==> config.mk <==
export PLATFORM = sky130hd
export DESIGN_NAME = plot_tile_decoder
export DESIGN_NICKNAME = d
export VERILOG_FILES = /design/src/rtl/plot_tile_decoder_pkg.sv /design/src/rtl/plot_tile_decoder_burst_accum.sv /design/src/rtl/plot_tile_decoder.sv
export SDC_FILE = /design/constraint.sdc
export NUM_CORES = 1
export LEC_CHECK = 0
export ABC_AREA = 1
export BUFFER_PORTS_ARGS = -buffer_cell sky130_fd_sc_hd__buf_2
export CAP_MARGIN = 20
export CORE_ASPECT_RATIO = 1.25
export CORE_MARGIN = 2
export CORE_UTILIZATION = 28
export CTS_BUF_LIST = sky130_fd_sc_hd__clkbuf_8
export CTS_CLUSTER_DIAMETER = 30
export CTS_CLUSTER_SIZE = 40
export DETAILED_ROUTE_END_ITERATION = 12
export SLEW_MARGIN = 30
export SYNTH_ARGS = -nofsm -noshare
export SYNTH_HDL_FRONTEND = slang
export SYNTH_SLANG_ARGS = --single-unit
export TNS_END_PERCENT = 5
==> constraint.sdc <==
create_clock -name fastclock -period 3.3 [get_ports fastclock]
set_input_delay 0.66 -clock fastclock [delete_from_list [all_inputs] [get_ports fastclock]]
set_output_delay 0.66 -clock fastclock [all_outputs]
set_load 0.01 [all_outputs]
==> src/rtl/plot_tile_decoder_pkg.sv <==
// Shared tile geometry and colour constants for the
// 16x16 tile renderers and the plot-stream decoder.
package plot_tile_decoder_pkg;

  localparam int TILE_W = 8;
  localparam int TILE_H = 8;
  localparam int GRID_W = 16;
  localparam int GRID_H = 16;

  localparam logic [7:0] XPITCH_DEF = 8'd10;
  localparam logic [6:0] YPITCH_DEF = 7'd7;
  localparam logic [2:0] FG_COLOUR_DEF = 3'b110;
  localparam int THRESH_DEF = 32;

  typedef enum logic [1:0] {
    S_IDLE,
    S_CAPTURE,
    S_DONE
  } state_t;

endpackage

==> src/rtl/plot_tile_decoder_burst_accum.sv <==
// Counts one 64-pixel tile burst, checks raster order
// and raises a commit strobe on the burst's last pixel.
module tile_burst_accum
  import plot_tile_decoder_pkg::*;
#(
  parameter logic [2:0] FG_COLOUR = FG_COLOUR_DEF,
  parameter int THRESH = THRESH_DEF
) (
  input  logic       fastclock,
  input  logic       resetn,
  input  logic       clear,
  input  logic       accept,
  input  logic [7:0] x,
  input  logic [6:0] y,
  input  logic [2:0] colour,
  input  logic [7:0] base_x,
  input  logic [6:0] base_y,
  output logic       commit,
  output logic       bit_val,
  output logic       mixed,
  output logic       coord_mismatch
);

  localparam logic [6:0] THR = 7'(THRESH);

  logic [5:0] pix_cnt;
  logic [6:0] lit_cnt;
  logic [6:0] lit_final;
  logic [7:0] exp_x;
  logic [6:0] exp_y;
  logic       is_lit;

  assign exp_x = base_x + {5'd0, pix_cnt[2:0]};
  assign exp_y = base_y + {4'd0, pix_cnt[5:3]};
  assign is_lit = (colour == FG_COLOUR);
  assign lit_final = lit_cnt + {6'd0, is_lit};

  assign commit = accept && (pix_cnt == 6'd63);
  assign bit_val = (lit_final >= THR);
  assign mixed = (lit_final != 7'd0) && (lit_final != 7'd64);
  assign coord_mismatch = accept &&
    ((x != exp_x) || (y != exp_y));

  // Pixel and lit counters; both restart after each commit
  always_ff @(posedge fastclock) begin
    if (!resetn || clear) begin
      pix_cnt <= 6'd0;
      lit_cnt <= 7'd0;
    end else if (accept) begin
      pix_cnt <= pix_cnt + 6'd1;
      lit_cnt <= commit ? 7'd0 : lit_final;
    end
  end

endmodule

==> src/rtl/plot_tile_decoder.sv <==
// Rebuilds the 16x16 tile bitmap from the VGA plot
// stream and flags bursts that break the tile raster.
module plot_tile_decoder
  import plot_tile_decoder_pkg::*;
#(
  parameter logic [7:0] XPITCH = XPITCH_DEF,
  parameter logic [6:0] YPITCH = YPITCH_DEF,
  parameter logic [2:0] FG_COLOUR = FG_COLOUR_DEF,
  parameter int THRESH = THRESH_DEF
) (
  input  logic        fastclock,
  input  logic        resetn,
  input  logic        start,
  input  logic        plot,
  input  logic [7:0]  x,
  input  logic [6:0]  y,
  input  logic [2:0]  colour,
  input  logic [3:0]  rd_row,
  output logic [15:0] rd_bits,
  output logic        busy,
  output logic        frame_done,
  output logic        coord_err,
  output logic        mixed_err,
  output logic [8:0]  tiles_seen
);

  state_t state, state_next;

  logic [3:0]  tile_col;
  logic [3:0]  tile_row;
  logic [7:0]  base_x;
  logic [6:0]  base_y;
  logic [15:0] bitmap [GRID_H];

  logic accept;
  logic commit;
  logic bit_val;
  logic mixed;
  logic coord_mismatch;
  logic last_tile;

  assign accept = plot && !start && (state == S_CAPTURE);
  assign last_tile = (tile_row == 4'd15) && (tile_col == 4'd15);
  assign busy = (state == S_CAPTURE);
  assign frame_done = (state == S_DONE);

  tile_burst_accum #(
    .FG_COLOUR (FG_COLOUR),
    .THRESH    (THRESH)
  ) u_accum (
    .fastclock      (fastclock),
    .resetn         (resetn),
    .clear          (start),
    .accept         (accept),
    .x              (x),
    .y              (y),
    .colour         (colour),
    .base_x         (base_x),
    .base_y         (base_y),
    .commit         (commit),
    .bit_val        (bit_val),
    .mixed          (mixed),
    .coord_mismatch (coord_mismatch)
  );

  // State register
  always_ff @(posedge fastclock) begin
    if (!resetn) state <= S_IDLE;
    else         state <= state_next;
  end

  // Next state: start always (re)arms capture
  always_comb begin
    state_next = state;
    unique case (state)
      S_IDLE: begin
        if (start) state_next = S_CAPTURE;
      end
      S_CAPTURE: begin
        if (!start && commit && last_tile)
          state_next = S_DONE;
      end
      S_DONE: begin
        if (start) state_next = S_CAPTURE;
      end
      default: state_next = S_IDLE;
    endcase
  end

  // Grid position, bitmap, flags and registered readout
  always_ff @(posedge fastclock) begin
    if (!resetn) begin
      rd_bits    <= 16'd0;
      tile_col   <= 4'd0;
      tile_row   <= 4'd0;
      base_x     <= 8'd0;
      base_y     <= 7'd0;
      tiles_seen <= 9'd0;
      coord_err  <= 1'b0;
      mixed_err  <= 1'b0;
      for (int i = 0; i < GRID_H; i++)
        bitmap[i] <= 16'd0;
    end else begin
      rd_bits <= bitmap[rd_row];
      if (start) begin
        tile_col   <= 4'd0;
        tile_row   <= 4'd0;
        base_x     <= 8'd0;
        base_y     <= 7'd0;
        tiles_seen <= 9'd0;
        coord_err  <= 1'b0;
        mixed_err  <= 1'b0;
        for (int i = 0; i < GRID_H; i++)
          bitmap[i] <= 16'd0;
      end else begin
        if (coord_mismatch) coord_err <= 1'b1;
        if (commit) begin
          bitmap[tile_row][4'd15 - tile_col] <= bit_val;
          if (mixed) mixed_err <= 1'b1;
          tiles_seen <= tiles_seen + 9'd1;
          if (tile_col != 4'd15) begin
            tile_col <= tile_col + 4'd1;
            base_x   <= base_x + XPITCH;
          end else begin
            tile_col <= 4'd0;
            base_x   <= 8'd0;
            tile_row <= tile_row + 4'd1;
            base_y   <= base_y + YPITCH;
          end
        end
      end
    end
  end

endmodule

; After elaboration in Yosys (flattened, before gate mapping)
; Memories as Yosys holds them, arrays and structs flattened. A register that Yosys moved wholly into a read port is not among the register bits.
; Index checks and enable logic that the tools add are counted.
[op_classes]
n_lt_le_gt_ge = 3
n_bitwise = 18
addsub = 10
mux = 35
n_eq_ne = 12
n_reduce_logical = 22
[op_table]
columns = cell, n
row1 = $mux 16, 19
row2 = $or 1x1->1, 16
row3 = $reduce_or 16->1, 1
row4 = $add 9x1->9 const B, 1
row5 = $logic_and 1x1->1, 9
row6 = $add 4x1->4 const B, 2
row7 = $add 8x3->8, 1
row8 = $add 8x4->8 const B, 1
row9 = $eq 4x4->1 const B, 2
row10 = $mux 1, 8
row11 = $mux 4, 2
row12 = $mux 8, 1
row13 = $ne 8x8->1, 1
row14 = $add 7x1->7, 1
row15 = $add 7x3->7, 1
row16 = $add 7x3->7 const B, 1
row17 = $ge 7x6->1 const B, 1
row18 = $mux 7, 1
row19 = $ne 7x7->1, 1
row20 = $ne 7x7->1 const B, 1
row21 = $reduce_bool 7->1, 1
row22 = $add 6x1->6 const B, 1
row23 = $eq 6x6->1 const B, 1
row24 = $reduce_and 2->1, 3
row25 = 16 further kinds, 23
[totals]
output_inout_bits = 29
ram_bits = 256
wordCells = 111
n_memories = 1
input_bits = 26
ff_bits = 49
[memory_table]
columns = name, words, width, rd, rd_clocked_by_memory_dff, wr, line_no
row1 = bitmap, 16, 16, 1, 1, 16, plot_tile_decoder.sv:33  ; logic [15:0] bitmap [GRID_H];

; Longest topological paths before layout
; Gate-level depths: netlist (run 1).
[logic_depth]
ltp_word = 10
depth_mapped = 13
depth_no_buf = 13

; Modules after synthesis
; A second synthesis (run 1) with hierarchy kept.
[hier_totals]
hier_cells = 2184
hier_area_um2 = 17320.4
[modules_own_cells]
columns = mod, seq_area_each_um2, n_inst, cells_each, area_each_um2
row1 = plot_tile_decoder, 8708.4, 1, 1952, 15977.8
row2 = tile_burst_accum, 260.2, 1, 232, 1342.5

; Worst setup path after synthesis (run 1)
; No wires, ideal clock.
[synth_timing]
path_type = input -> register
from = in colour[2]
to = mem bitmap[0][10] (data pin)
setup_slack_ps = 953
t_arrival_ps = 2077
required_time_ps = 3030
setup_ps = 270
n_path_buf = 2
path_stages = 11
cell_sequence = nand2_1 -> nor2_1 -> ha_1 -> ha_1 -> nand3_1 -> nor2_1 -> xor2_1 -> nor2_1 -> clkbuf_1 -> buf_2 -> nor3_1
[synth_rtl]
columns = element, line_no
row1 = from (decl), plot_tile_decoder.sv:17  ; input logic [2:0] colour,
row2 = to (decl), plot_tile_decoder.sv:33

==> impl_results.md, run 1 <==
- Via count: 14000
- Final WS setup: 0.674 ns
- #FFs+latches synth: 320
- CP max FO: 28
- Final core occ: 33.4%
- Commonest non-fill, non-tap cells in the layout: 395 x o21ai_0, 256 x nor3_1, 256 x edfxtp_1
- Num CTS Buffers: 87
- Die area: 60700 sq um
- Gate Count Post-Synth: 1834
- Mean Syn Cell Area: 8.97 sq um
- Max Fclk: 381 MHz
- Vias/cell: 5.27
- Crit end category: flip-flop
- Period minus WS final: 2.63 ns
- Layout overhead on the synthesized area: 18.1%
- Ports: 55
- Reg2reg path depth: 7
- Height of the chip: 275 um
- Critical path launch point type: flip-flop
- Max Slew Vio Count: 0
- Met3 Routed Length: 3560 um
- Total power: 11.1 mW
- Worst VDD drop: 0.433 mV
- Clock Sinks: 320
- Met2 WL: 21400 um
- Setup violators final: 0
- FF-to-FF End: bitmap[5][8]$_SDFFCE_PN0P_
- Place WS: 0.401 ns
- R2r setup slk: 0.67 ns
- Setup repair bufs after CTS: 0
- H-tree depth: 3
- Clk_skew: 0.0359 ns
- Initial Util: 28.3%
- Num rows: 99
- Total core area: 58200 sq um
- Post-CTS sizing: 0
- Setup TNS: 0 ns
- Highest metal layer with signal wires: met5
- Sequential area share after synthesis: 54.5%
- Vias in the first global route: 13500
- Hold-fix buffers, CTS: 0
- Critical Path RT: 3.63 ns
- R2r startpoint: u_accum.pix_cnt[1]$_SDFFE_PP0P_
- Largest net degree at the start of global routing: 162
- Drt total wl: 46100 um
- Clock Latency Late Sink: 0.65 ns
- Clk slew on worst S/H paths: 0.05 ns
- Crit path capture: bitmap[5][8]$_SDFFCE_PN0P_
- # fillers: 5968
- DRC viols: 0
- Die Span X: 221 um
- CTS tree: done
- Net Count, Synth: 1881
- PortBufs: 54
- Final RePlAce weighted congestion: 0.785
- Status: completed
- Static leakage: 6.58 nW
- Final hold viol count: 0
- Initial antenna violation count: 5
- Share of cells above drive strength 1: 14.2%
- M1 WL: 19400 um
- Ys Warns: 0
- Final period utilization: 79.6%
- Total power per unit cell area: 572 nW/um^2
- Final antenna-violating net count: 0
- Fin nets: 1868
- Root Driver: clkbuf_8
- Max_slew headroom: 44.4%
- Placed wire-length estimate: 24800 um
- Max Cap Violations: 0
- DRT Pass-1 Iters: 5
- Synth unique cells: 38
- Grt total ovfl: 0
- Hold crit path type: input pin to flip-flop
- Crit path DAT: 2.96 ns
- Starting DRT DRC Count: 1291
- Worst-Margin Slew: 0.833 ns
- Routed length per instance: 17.4 um
- Synthesized area: 16500 sq um
- Clock Path Buffers: 3
- Critical Path Source: u_accum.pix_cnt[1]$_SDFFE_PP0P_
- CP Class: flip-flop to flip-flop
- Commonest non-fill, non-tap cell in the layout: o21ai_0
- RSZ-0062 raised after global routing: no
- Worst hold margin: 0.344 ns
- GRT Overall Usage: 14.9%
- First-pass GRT wire length: 72500 um
## kinds of logic (layout without fill, tap and decap cells)
family          Yosys count  count (layout)  share of synthesized area [%]
simple gates            637             637                           17.4
compound gates          549             549                           18.3
flops                   320             320                           54.5
buf+inv                 288             347                           7.12
fa+ha+maj                21              21                           1.64
xor+xnor                 19              19                           1.01
other cells               0               1                              0
## area by class of cell
class / instances / area [sq um] / share of cell area [%]
timing repair buffer: 110 / 868 / 4.47
clock buffer: 99 / 1360 / 7.01
sequential: 320 / 8970 / 46.1
inverter: 76 / 287 / 1.47
multi-input combinational: 1226 / 6330 / 32.5
tap: 757 / 947 / 4.87
antenna: 1 / 2.50 / 0.0129
clock inverter: 62 / 677 / 3.48
## worst min path at each step
stage | startpoint | to | slack [ns] | cells past startpoint
after floorplan | base_y[0]$_SDFFE_PP0P_ | base_y[0]$_SDFFE_PP0P_ | 0.45 | 1
after global routing | start | state[0]$_SDFFE_PN0P_ | 0.32 | 3
after CTS | plot | u_accum.pix_cnt[0]$_SDFFE_PP0P_ | 0.29 | 3
final | plot | u_accum.pix_cnt[0]$_SDFFE_PP0P_ | 0.34 | 3
after global placement | coord_err$_SDFFE_PP0P_ | coord_err$_SDFFE_PP0P_ | 0.44 | 2
after detailed placement | coord_err$_SDFFE_PP0P_ | coord_err$_SDFFE_PP0P_ | 0.45 | 2
## per-layer routing
layer | up-vias | track usage (%)
met4 | 2 | 7.21
met5 | - | 0
met1 | 6732 | 18.5
met2 | 544 | 24.7
met3 | 115 | 3.25
li1 | 6584 | -
## cell usage after synthesis
cell type | instances | area (sq um)
clkbuf_1 | 142 | 533
fa_1 | 1 | 20.0
clkinv_1 | 2 | 7.51
nand3_1 | 41 | 205
a41oi_1 | 1 | 8.76
buf_1 | 2 | 7.51
nor3b_2 | 1 | 12.5
a211oi_1 | 1 | 7.51
o22ai_1 | 23 | 144
o221ai_1 | 42 | 368
edfxtp_1 | 256 | 7690
nor3_2 | 2 | 20.0
clkbuf_2 | 5 | 25.0
nor2_2 | 4 | 25.0
o211ai_1 | 24 | 180
dfxtp_1 | 64 | 1280
xnor2_1 | 9 | 78.8
xor2_1 | 10 | 87.6
nor4_1 | 3 | 18.8
nand3b_1 | 3 | 22.5
o21ai_1 | 7 | 35.0
buf_6 | 1 | 11.3
o21ai_0 | 395 | 1980
inv_1 | 72 | 270
o21a_1 | 2 | 15.0
a31oi_1 | 1 | 6.26
nand4_1 | 4 | 25.0
nor3_1 | 256 | 1280
a21oi_1 | 53 | 265
nand2_1 | 134 | 503
nor2_1 | 178 | 668
nand2_2 | 2 | 12.5
inv_2 | 2 | 7.51
nor2_4 | 3 | 33.8
buf_2 | 62 | 310
or2_2 | 2 | 12.5
nor3b_1 | 4 | 30.0
ha_1 | 20 | 250
## critical path, cell delays in order, from the launching register on
cell and delay (ns):
dfxtp_1 0.38, ha_1 0.21, nand3_1 0.10, nor3_2 0.23, nand3_1 0.23, nor2_2 0.25
nand2_1 0.49, o21ai_0 0.41
## power by group
group / switching [mW] / internal [mW] / total, mW
Combinational: 0.380 / 0.184 / 0.564
Clock: 2.12 / 3.87 / 5.99
Sequential: 0.0440 / 4.53 / 4.57
Total: 2.54 / 8.58 / 11.1
## state kept, by name, indices dropped and copies added (netlist names)
signal and flops:
tile_row 4, bitmap 256, rd_bits 16, mixed_err 1
base_x 7, tile_col 4, u_accum.pix_cnt 6, base_y 7
coord_err 1, tiles_seen 9, u_accum.lit_cnt 7, state 2
## stage by stage
step / std cells / instance area, sq um
4_1_cts: 2650 / 19400
6_report: 2651 / 19400
3_5_place_dp: 2489 / 17400
5_1_grt: 2651 / 19400
3_3_place_gp: 2489 / 17400
2_1_floorplan: 1834 / 16500
(Power assumes the default switching activity.)
==> run 2, diff against run 1 <==
==> constraint.sdc (replaced) <==
create_clock -name fastclock -period 2.2 [get_ports fastclock]
set_input_delay 0.44 -clock fastclock [delete_from_list [all_inputs] [get_ports fastclock]]
set_output_delay 0.44 -clock fastclock [all_outputs]
set_load 0.01 [all_outputs]
==> run 2 against run 1 <==
Flip-flop and latch count is the same. Worst setup slack got worse by 0.58 ns. Die area unchanged. Clock power rose by 41%. Routed wire length rose by 0.68%. Clock-buffer cell count down 12. Largest power group unchanged. Sequential power increased by 50%. Sequential share of layout area fell by 1.1 points. Critical endpoint is now bitmap[3][12]$_SDFFCE_PN0P_. Final cell count is 1.0% higher. Hold slack lost 0.21 ns. Design area up 2.4%.
==> impl_results.md, run 2 (synthesis results as in run 1) <==
- Status: completed (unchanged)
- Max Fclk: 475 MHz (was 381 MHz)
- Drt total wl: 46400 um (was 46100 um)
- Setup TNS: 0 ns (unchanged)
- Ports: 55 (unchanged)
- Hold crit path type: input pin to flip-flop (unchanged)
- Initial antenna violation count: 3 (was 5)
- Setup repair bufs after CTS: 0 (unchanged)
- CP max FO: 32 (was 28)
- Placed inst area: 18000 sq um (was 17400 sq um)
- Commonest non-fill, non-tap cell in the layout: o21ai_0 (unchanged)
- CP Class: flip-flop to flip-flop (unchanged)
- Total core area: 58200 sq um (unchanged)
- Biggest regs: bitmap (256), rd_bits (16), tiles_seen (9) (unchanged)
- Via count: 14000 (about the same)
- GRT Overall Usage: 15.2% (was 14.9%)
- Worst VDD drop: 0.593 mV (was 0.433 mV)
- Height of the chip: 275 um (unchanged)
- Final non-filler cell total: 2678 (was 2651)
- Vias in the first global route: 13800 (was 13500)
- RSZ-0062 raised after global routing: yes (was no)
- Static leakage: 6.81 nW (was 6.58 nW)
- Hold-fix buffers, CTS: 0 (unchanged)
- Clock Latency Late Sink: 0.64 ns (was 0.65 ns)
- Final RePlAce weighted congestion: 0.753 (was 0.785)
- Final period utilization: 95.6% (was 79.6%)
- Total power per unit cell area: 814 nW/um^2 (was 572 nW/um^2)
- Starting DRT DRC Count: 1373 (was 1291)
- Placed cell count: 2528 (was 2489)
- DRC viols: 0 (unchanged)
- Fin nets: 1902 (was 1868)
- Worst path top cell family by delay: simple AND/OR/NAND/NOR gates (unchanged)
- Crit path DAT: 2.43 ns (was 2.96 ns)
- Cell mode on critical path: nand3_1 (unchanged)
- Clk_skew: 0.0444 ns (was 0.0359 ns)
- Crit path largest cell delay: 0.34 ns (was 0.49 ns)
- PortBufs: 54 (unchanged)
- CP Cell Sequence: ha_2 -> nand3_1 -> nor3_4 -> nand3_1 -> nor2_4 -> nand2_1 -> buf_12 -> o21ai_0 (was ha_1 -> nand3_1 -> nor3_2 -> nand3_1 -> nor2_2 -> nand2_1 -> o21ai_0)
- Critical Path RT: 2.52 ns (was 3.63 ns)
- Post-route cell area: 19900 sq um (was 19400 sq um)
- Routed length per instance: 17.3 um (was 17.4 um)
- CTS tree: done (unchanged)
- Root Driver: clkbuf_8 (unchanged)
- Period minus WS final: 2.10 ns (was 2.63 ns)
- Commonest non-fill, non-tap cells in the layout: 285 x o21ai_0, 256 x edfxtp_1, 255 x nor3_1 (was 395 x o21ai_0, 256 x nor3_1, 256 x edfxtp_1)
- First-pass GRT wire length: 73800 um (was 72500 um)
- Crit path max-delay cell type: dfxtp_1 (was nand2_1)
- Largest net degree at the start of global routing: 96 (was 162)
- Final hold viol count: 0 (unchanged)
- Antenna Cells: 0 (was 1)
- Crit end category: flip-flop (unchanged)
- Total power: 16.2 mW (was 11.1 mW)
- Placed wire-length estimate: 26400 um (was 24800 um)
- Critical path launch point type: flip-flop (unchanged)
- Biggest register: bitmap (unchanged)
- Num CTS Buffers: 82 (was 87)
- Clock Path Buffers: 3 (unchanged)
- Max_slew headroom: 62.4% (was 44.4%)
- Buf+Inv Stages, Crit Path: 1 (was 0)
- H-tree depth: 3 (unchanged)
- Die Span X: 221 um (unchanged)
- DRT Pass-1 Iters: 5 (unchanged)
- Max FFs per register: 256 (unchanged)
- Worst-Margin Slew: 0.564 ns (was 0.833 ns)
- Layout overhead on the synthesized area: 21.0% (was 18.1%)
- Initial Util: 28.3% (unchanged)
- Grt total ovfl: 0 (unchanged)
- Max Cap Violations: 0 (unchanged)
- Final antenna-violating net count: 0 (unchanged)
- Vias/cell: 5.22 (was 5.27)
- Clk slew on worst S/H paths: 0.05 ns (about the same)
- Die area: 60700 sq um (unchanged)
- Num rows: 99 (unchanged)
- Clock Sinks: 320 (unchanged)
- Final core occ: 34.2% (was 33.4%)
- Share of cells above drive strength 1: 16.1% (was 14.2%)
- Setup violators final: 0 (unchanged)
- Max Slew Vio Count: 0 (unchanged)
run 2: tightest hold or removal path, stage by stage:
cell and delay (ns):
buf_2 0.14, nand2_1 0.07, a21oi_1 0.05
run 2: final timing paths:
kind | start | endpoint | slack, ns | cells after the start
setup reg to reg | u_accum.pix_cnt[0]$_SDFFE_PP0P_ | bitmap[3][12]$_SDFFCE_PN0P_ | 0.1 | 8
hold reg to reg | coord_err$_SDFFE_PP0P_ | coord_err$_SDFFE_PP0P_ | 0.46 | 2
setup / recovery | u_accum.pix_cnt[0]$_SDFFE_PP0P_ | bitmap[3][12]$_SDFFCE_PN0P_ | 0.1 | 8
hold / removal | start | state[0]$_SDFFE_PN0P_ | 0.14 | 3
run 2: what timing repair did:
item,4_1_cts,5_1_grt
pin swaps,0,0
resized for setup,1,123
endpoints found under the setup margin,1,248
run 2: metal layers:
metal  routed length, um  share of wire [%]  global-route usage (%)  vias up
met1               19400                 42                    18.8     6732
met2               22100                 48                    25.7      507
li1                    -                  -                       -     6660
met4                1200                2.6                    5.86        2
met5                   7              0.015                       0        -
met3                3700                8.0                    3.45       87
run 2: layout make-up:
cell class                 count  area [sq um]
clock buffer                  87          1200
clock inverter                63           701
fill                        5921         38300
inverter                      76           287
multi-input combinational   1226          6370
sequential                   320          8970
tap                          757           947
timing repair buffer         149          1430
run 2: power by group:
| part | switching (mW) | leakage (nW) | internal [mW] |
|---|---|---|---|
| sequential | 0.0688 | 3.31 | 6.79 |
| combinational | 0.575 | 2.51 | 0.312 |
| clock | 3.08 | 0.994 | 5.36 |
| total | 3.73 | 6.81 | 12.5 |
run 2: metrics by stage:
| stage | hold WS [ns] | setup slack, ns |
|---|---|---|
| 2_1_floorplan | 0.447 | 0.0732 |
| 3_3_place_gp | 0.444 | -0.263 |
| 3_5_place_dp | 0.448 | -0.367 |
| 4_1_cts | 0.0938 | 0.0120 |
| 5_1_grt | 0.126 | -0.0603 |
| 6_report | 0.138 | 0.0962 |
